--- src/rtl/defs.sv ---
// Parameters and the global phase type shared across the solver pipeline.
package defs;
  localparam int unsigned GRID_ADDRWIDTH = 4;
  localparam int unsigned CWIDTH         = 16;

  typedef enum logic [1:0] {
    SCATTER = 2'd0,
    SOLVE   = 2'd1,
    GATHER  = 2'd2,
    PUSH    = 2'd3
  } step_t;
endpackage

--- src/rtl/charge_gather.sv ---
// Sweeps the charge grid in even/odd block pairs and streams the returned sums
// to the solver over AXI-stream, with a credit-guarded FIFO absorbing read latency.
module charge_gather #(
  parameter int unsigned GRID_ADDRWIDTH = defs::GRID_ADDRWIDTH,
  parameter int unsigned CWIDTH         = defs::CWIDTH,
  parameter int unsigned LATENCY        = 7,
  parameter int unsigned FIFO_DEPTH     = 8
) (
  input  logic                                clk,
  input  logic                                rst,
  input  defs::step_t                         step,
  input  logic                                start,
  output logic                                busy,
  output logic                                done,
  output logic                                valid_req,
  output logic [1:0][GRID_ADDRWIDTH-1:0]      grid_addr_out,
  input  logic [1:0][3:0][CWIDTH-1:0]         charge_in,
  output logic                                m_tvalid,
  input  logic                                m_tready,
  output logic                                m_tlast,
  output logic [8*CWIDTH-1:0]                 m_tdata,
  output logic [GRID_ADDRWIDTH-2:0]           m_tuser
);
  localparam int unsigned KW = GRID_ADDRWIDTH - 1;
  localparam int unsigned PW = $clog2(FIFO_DEPTH);
  localparam int unsigned CW = PW + 1;
  localparam int unsigned DW = 8 * CWIDTH;

  typedef enum logic [1:0] {IDLE, ISSUE, DRAIN, DONE} state_t;

  state_t          state, state_n;
  logic [KW-1:0]   k, k_n;
  logic            issue_c, abort_c, push_c, pop_c, credit_c;
  logic [CW-1:0]   fifo_count, fifo_count_n, inflight;
  logic [KW-1:0]   req_k;
  logic [LATENCY-1:0] sr_v;
  logic [KW-1:0]   sr_k [LATENCY];
  logic [DW-1:0]   mem_d [FIFO_DEPTH];
  logic [KW-1:0]   mem_k [FIFO_DEPTH];
  logic            mem_l [FIFO_DEPTH];
  logic [PW-1:0]   wr_ptr, rd_ptr;

  // A request may only go out if its eventual capture is guaranteed a FIFO slot.
  assign credit_c     = ((CW+1)'(fifo_count) + (CW+1)'(inflight)) < (CW+1)'(FIFO_DEPTH);
  assign push_c       = sr_v[LATENCY-1];
  assign pop_c        = m_tvalid && m_tready;
  assign fifo_count_n = fifo_count + CW'(push_c) - CW'(pop_c);

  assign m_tdata = mem_d[rd_ptr];
  assign m_tuser = mem_k[rd_ptr];
  assign m_tlast = mem_l[rd_ptr];

  always_ff @(posedge clk) begin
    if (!rst) begin
      state <= IDLE;
      k     <= '0;
    end else begin
      state <= state_n;
      k     <= k_n;
    end
  end

  always_comb begin
    state_n = state;
    k_n     = k;
    issue_c = 1'b0;
    abort_c = 1'b0;
    case (state)
      IDLE: begin
        k_n = '0;
        if (start && step == defs::SOLVE) state_n = ISSUE;
      end
      ISSUE: begin
        if (step != defs::SOLVE) begin
          abort_c = 1'b1;
          state_n = IDLE;
        end else if (credit_c) begin
          issue_c = 1'b1;
          k_n     = k + KW'(1);
          if (k == {KW{1'b1}}) state_n = DRAIN;
        end
      end
      DRAIN: begin
        if (step != defs::SOLVE) begin
          abort_c = 1'b1;
          state_n = IDLE;
        end else if (pop_c && m_tlast && fifo_count == CW'(1) && inflight == '0) begin
          state_n = DONE;
        end
      end
      DONE:    state_n = IDLE;
      default: state_n = IDLE;
    endcase
  end

  // Request issue, latency shift register and the beat FIFO.
  always_ff @(posedge clk) begin
    if (!rst) begin
      busy          <= 1'b0;
      done          <= 1'b0;
      valid_req     <= 1'b0;
      grid_addr_out <= '0;
      req_k         <= '0;
      sr_v          <= '0;
      inflight      <= '0;
      fifo_count    <= '0;
      wr_ptr        <= '0;
      rd_ptr        <= '0;
      m_tvalid      <= 1'b0;
      for (int i = 0; i < LATENCY; i++) sr_k[i] <= '0;
      for (int i = 0; i < FIFO_DEPTH; i++) begin
        mem_d[i] <= '0;
        mem_k[i] <= '0;
        mem_l[i] <= 1'b0;
      end
    end else begin
      busy      <= (state_n == ISSUE) || (state_n == DRAIN);
      done      <= (state_n == DONE);
      valid_req <= issue_c;
      if (issue_c) begin
        grid_addr_out[0] <= {k, 1'b0};
        grid_addr_out[1] <= {k, 1'b1};
        req_k            <= k;
      end
      if (abort_c) begin
        sr_v       <= '0;
        inflight   <= '0;
        fifo_count <= '0;
        wr_ptr     <= '0;
        rd_ptr     <= '0;
        m_tvalid   <= 1'b0;
      end else begin
        // The registered request enters the pipe so its tail lines up with charge_in.
        sr_v[0] <= valid_req;
        sr_k[0] <= req_k;
        for (int i = 1; i < LATENCY; i++) begin
          sr_v[i] <= sr_v[i-1];
          sr_k[i] <= sr_k[i-1];
        end
        inflight   <= inflight + CW'(issue_c) - CW'(push_c);
        fifo_count <= fifo_count_n;
        m_tvalid   <= (fifo_count_n != '0);
        if (push_c) begin
          mem_d[wr_ptr] <= charge_in;
          mem_k[wr_ptr] <= sr_k[LATENCY-1];
          mem_l[wr_ptr] <= (sr_k[LATENCY-1] == {KW{1'b1}});
          wr_ptr        <= wr_ptr + PW'(1);
        end
        if (pop_c) rd_ptr <= rd_ptr + PW'(1);
      end
    end
  end
endmodule
--- config.mk ---
export PLATFORM = sky130hd
export DESIGN_NAME = charge_gather
export DESIGN_NICKNAME = d
export VERILOG_FILES = /design/src/rtl/defs.sv /design/src/rtl/charge_gather.sv
export SDC_FILE = /design/constraint.sdc
export NUM_CORES = 1
export LEC_CHECK = 0
export ABC_AREA = 1
export CORE_MARGIN = 8
export CORE_UTILIZATION = 60
export CTS_CLUSTER_SIZE = 14
export DETAILED_ROUTE_END_ITERATION = 12
export HOLD_SLACK_MARGIN = 0.03
export PLACE_DENSITY = 0.87
export SLEW_MARGIN = 10
export SYNTH_ARGS = -nofsm -noshare
export SYNTH_HDL_FRONTEND = slang
export SYNTH_SLANG_ARGS = --single-unit
--- constraint.sdc ---
create_clock -name clk -period 7.8 [get_ports clk]
set_clock_uncertainty 0.15 [all_clocks]
set_input_delay 2.34 -clock clk [delete_from_list [all_inputs] [get_ports clk]]
set_output_delay 2.34 -clock clk [all_outputs]
set_load 0.02 [all_outputs]
==> impl_results.md <==
- Mean cell area of the mapped netlist: roughly 10 µm²
- #FFs+latches synth: 1114
- Post-Syn Area: 0.0480 mm²
- Grt total ovfl: 0
- Post-CTS Setup Bufs: 0
- Peak VDD IR: roughly 0.20 mV
- First-pass DRT Iterations: 6
- Number of global-route vias before repair: 35243
- Inserted Clock Buffers: 107
- Starting Density: around three fifths
- Run status: finished clean
- TritonCTS clock tree: yes
- Die extent in x: 299 µm
- Slew @ Worst Pin: between 1 and 1.5 ns
- Global Route Usage Sum: 27.9%
- Setup-failing EPs final: 0
- WHS: 0.261 ns
- Iter 0 DRT Violations: between 4000 and 5000
- Design area: 0.0549 mm²
- Initial antenna violation count: 0
- Layout fillers: 5360
- Cell row count: a little over 100
- Largest net degree at the start of global routing: approximately 250
- Crit path cell chain: buf_12 -> o21ai_0 -> o22ai_1 -> nor2_1 -> a31oi_1 -> clkdlybuf4s50_1
- Power Dens Cells: 270 mW/mm²
- Syn nets: 4749
- RSZ-0062 raised after global routing: false
- Buffers from clock root to sink, at most: 3
- Sequential Power Share: 46.7%
- Synth Instances: approximately 4600
- Final GP Congestion: between 0.8 and 0.9
- Crit Path Class: flop to output pin
- Slew Viols, Final: 0
- Register Area: around 0.033 mm²
- Nets: ~4900
- H-Tree Depth: 3
- Min cycle time layout: 6.79 ns
- Max incr delay on CP: around 0.9 ns
- Combinational Power Share: 18.8%
- Wire per inst: 22.0 µm
- Sequential area share after synthesis: between 60 and 70%
- Fmax: 147 MHz
- WP data arrival: 4.30 ns
- Resize count post-CTS: 0
- Syn-to-layout area delta: 14.5%
- Synth warn: 0
- Clk_lat worst skew: 0.66 ns
- CTS root buffer: clkbuf_16
- Routed Wire Length: 129000 µm
- Die Area: 0.0893 mm²
- Port buffer count: 276
- Remaining DRCs: 0
- Worst Hold Class: flop to flop
- Critical Path Source Type: flop
- DIE HEIGHT: 299 µm
- Post-route ant nets: 0
- Via-to-Cell Ratio: 6.07
- Commonest non-fill, non-tap cell in the layout: nor2_1
- WP data required: between 5 and 6 ns
- First-pass GRT wire length: 197000 µm
- HPWL Detailed: 66500 µm
- Delay-heaviest family, CP: buffers and inverters
- IO Count: 278
- Post-synthesis cell type count: 35
- Area post-placement: about 0.051 mm²
- Slew HR: 6.10%
- Clk network pwr share: 34.5%
- Final Hold Fails: 0
- Net switching power of the design: 4160 µW
- Total Neg Setup Slack: 0 ns
- Multi-input gate area: 0.0129 mm²
- Leakage Power: 0.0212 µW
- Pint: 10700 µW
- Worst path slowest cell: dfxtp_4
- Commonest non-fill, non-tap cells in the layout: 2015 x nor2_1, 1069 x edfxtp_1, 507 x o21ai_0
- Antenna diodes: 0
- Fin crit share: between 80% and 90%
- Peak fanout along the critical path: between 200 and 300
- Core Region: slightly below 0.08 mm²
- Placed cell count: 5659
- Hold_buf cts: 0
- Sw frac: approximately 28%
- Total number of vias: 35569
- Post-Layout Cell Count: 5860
- Reg clk slew, reported paths: 0.06 ns
- Sink Count: 1114
- Max cap viols: 0
- Worst path bufs/invs: 2
- Worst setup EP type: output pin
- Layout cells sized above 1: 5.16%
-- power groups by stage --
stage / combinational, µW / sequential, µW / clock, µW
after floorplan: 1730 / 7030 / 0
after global placement: 2700 / 7040 / 0
after detailed placement: 2760 / 7060 / 0
after CTS: 2780 / 6930 / 5130
after global routing: 3020 / 6960 / 5370
final: 2790 / 6930 / 5120
-- stage by stage --
| step | utilization, % | setup slack (ns) | total power [µW] |
|---|---|---|---|
| floorplan | - | 1.01 | 8770 |
| CTS | 69.4 | 1.09 | 14800 |
| global route | 69.4 | 0.897 | 15300 |
| global placement | 65.0 | 1.73 | 9750 |
| finish | 69.4 | 1.01 | 14800 |
| detailed placement | 65.0 | 1.64 | 9810 |
-- worst register-to-register path: cells and delay by family, from the launching register on --
family	cells	cell delay [ns]
buffers and inverters	4	2.02
AND/OR/NAND/NOR	3	0.47
flip-flops	1	0.35
adder cells (fa/ha/maj)	1	0.35
AO/OA/AOI/OAI	1	0.35
-- cells by family (layout without fill, tap and decap cells) --
logic type / after synthesis / count (layout) / synth area share (%)
and+or+nand+nor: 2101 / 2101 / 16.6
DFF: 1114 / 1114 / 68.8
AOI/OAI and AO/OA: 814 / 814 / 9.22
buffers and inverters: 535 / 753 / 4.73
adders and majority gates: 23 / 23 / 0.631
xor gates and xnor gates: 4 / 4 / 0.0730
other: 1 / 1 / 0.00781
-- final timing paths --
| check | slack [ns] | cells after the start | from | end |
|---|---|---|---|---|
| max | 1.01 | 6 | flop | m_tdata[56] |
| min | 0.26 | 2 | sr_v[4]$_SDFF_PN0_ | sr_v[5]$_SDFF_PN0_ |
| max reg2reg | 3.84 | 9 | state[0]$_SDFF_PN0_ | mem_d[1][15]$_SDFFCE_PN0P_ |
| min reg2reg | 0.26 | 2 | sr_v[4]$_SDFF_PN0_ | sr_v[5]$_SDFF_PN0_ |
-- layout make-up --
| cell class | instances | area share (%) |
|---|---|---|
| multi-input combinational | 2943 | 23.5 |
| tap | 1050 | 2.39 |
| timing repair buffer | 343 | 6.29 |
| inverter | 209 | 1.47 |
| clock buffer | 136 | 5.24 |
| clock inverter | 65 | 1.05 |
| sequential | 1114 | 60.1 |
-- state kept, by name (all words and copies together), names as in the netlist, named ones only --
signal,flops
busy,1
fifo_count,4
wr_ptr,3
state,2
rd_ptr,3
mem_d,1024
mem_k,24
valid_req,1
k,3
m_tvalid,1
inflight,4
sr_v,7
grid_addr_out,4
sr_k,21
mem_l,8
done,1
-- synthesized netlist by cell type (all sizes together) --
| cell type | number | area, µm² |
|---|---|---|
| xnor2 | 2 | 17.5 |
| nor2 | 2017 | 7580 |
| a41oi | 1 | 8.76 |
| nand3 | 23 | 115 |
| nand2 | 56 | 220 |
| ha | 21 | 263 |
| a21o | 1 | 7.51 |
| xor2 | 2 | 17.5 |
| inv | 208 | 781 |
| conb | 1 | 3.75 |
| a21oi | 12 | 60.1 |
| edfxtp | 1069 | 32100 |
| clkbuf | 181 | 679 |
| and2 | 1 | 6.26 |
| dfxtp | 45 | 901 |
| buf | 145 | 807 |
| fa | 2 | 40.0 |
| nor3b | 1 | 7.51 |
| o22ai | 138 | 863 |
| a31oi | 131 | 820 |
| nand4 | 1 | 6.26 |
| nor3 | 2 | 21.3 |
| o21ai | 529 | 2650 |
| o21a | 1 | 7.51 |
| clkinv | 1 | 3.75 |
| a211oi | 1 | 7.51 |
-- layer usage --
| layer | GRT usage [%] | wire length [µm] | part of all wire [%] |
|---|---|---|---|
| met4 | 11.5 | 4680 | 3.6 |
| met3 | 4.89 | 15100 | 12 |
| met2 | 46.2 | 62200 | 48 |
| met1 | 36.5 | 46700 | 36 |
| met5 | 0 | 0 | 0 |
Note: power is estimated with default switching activity, not from simulation.
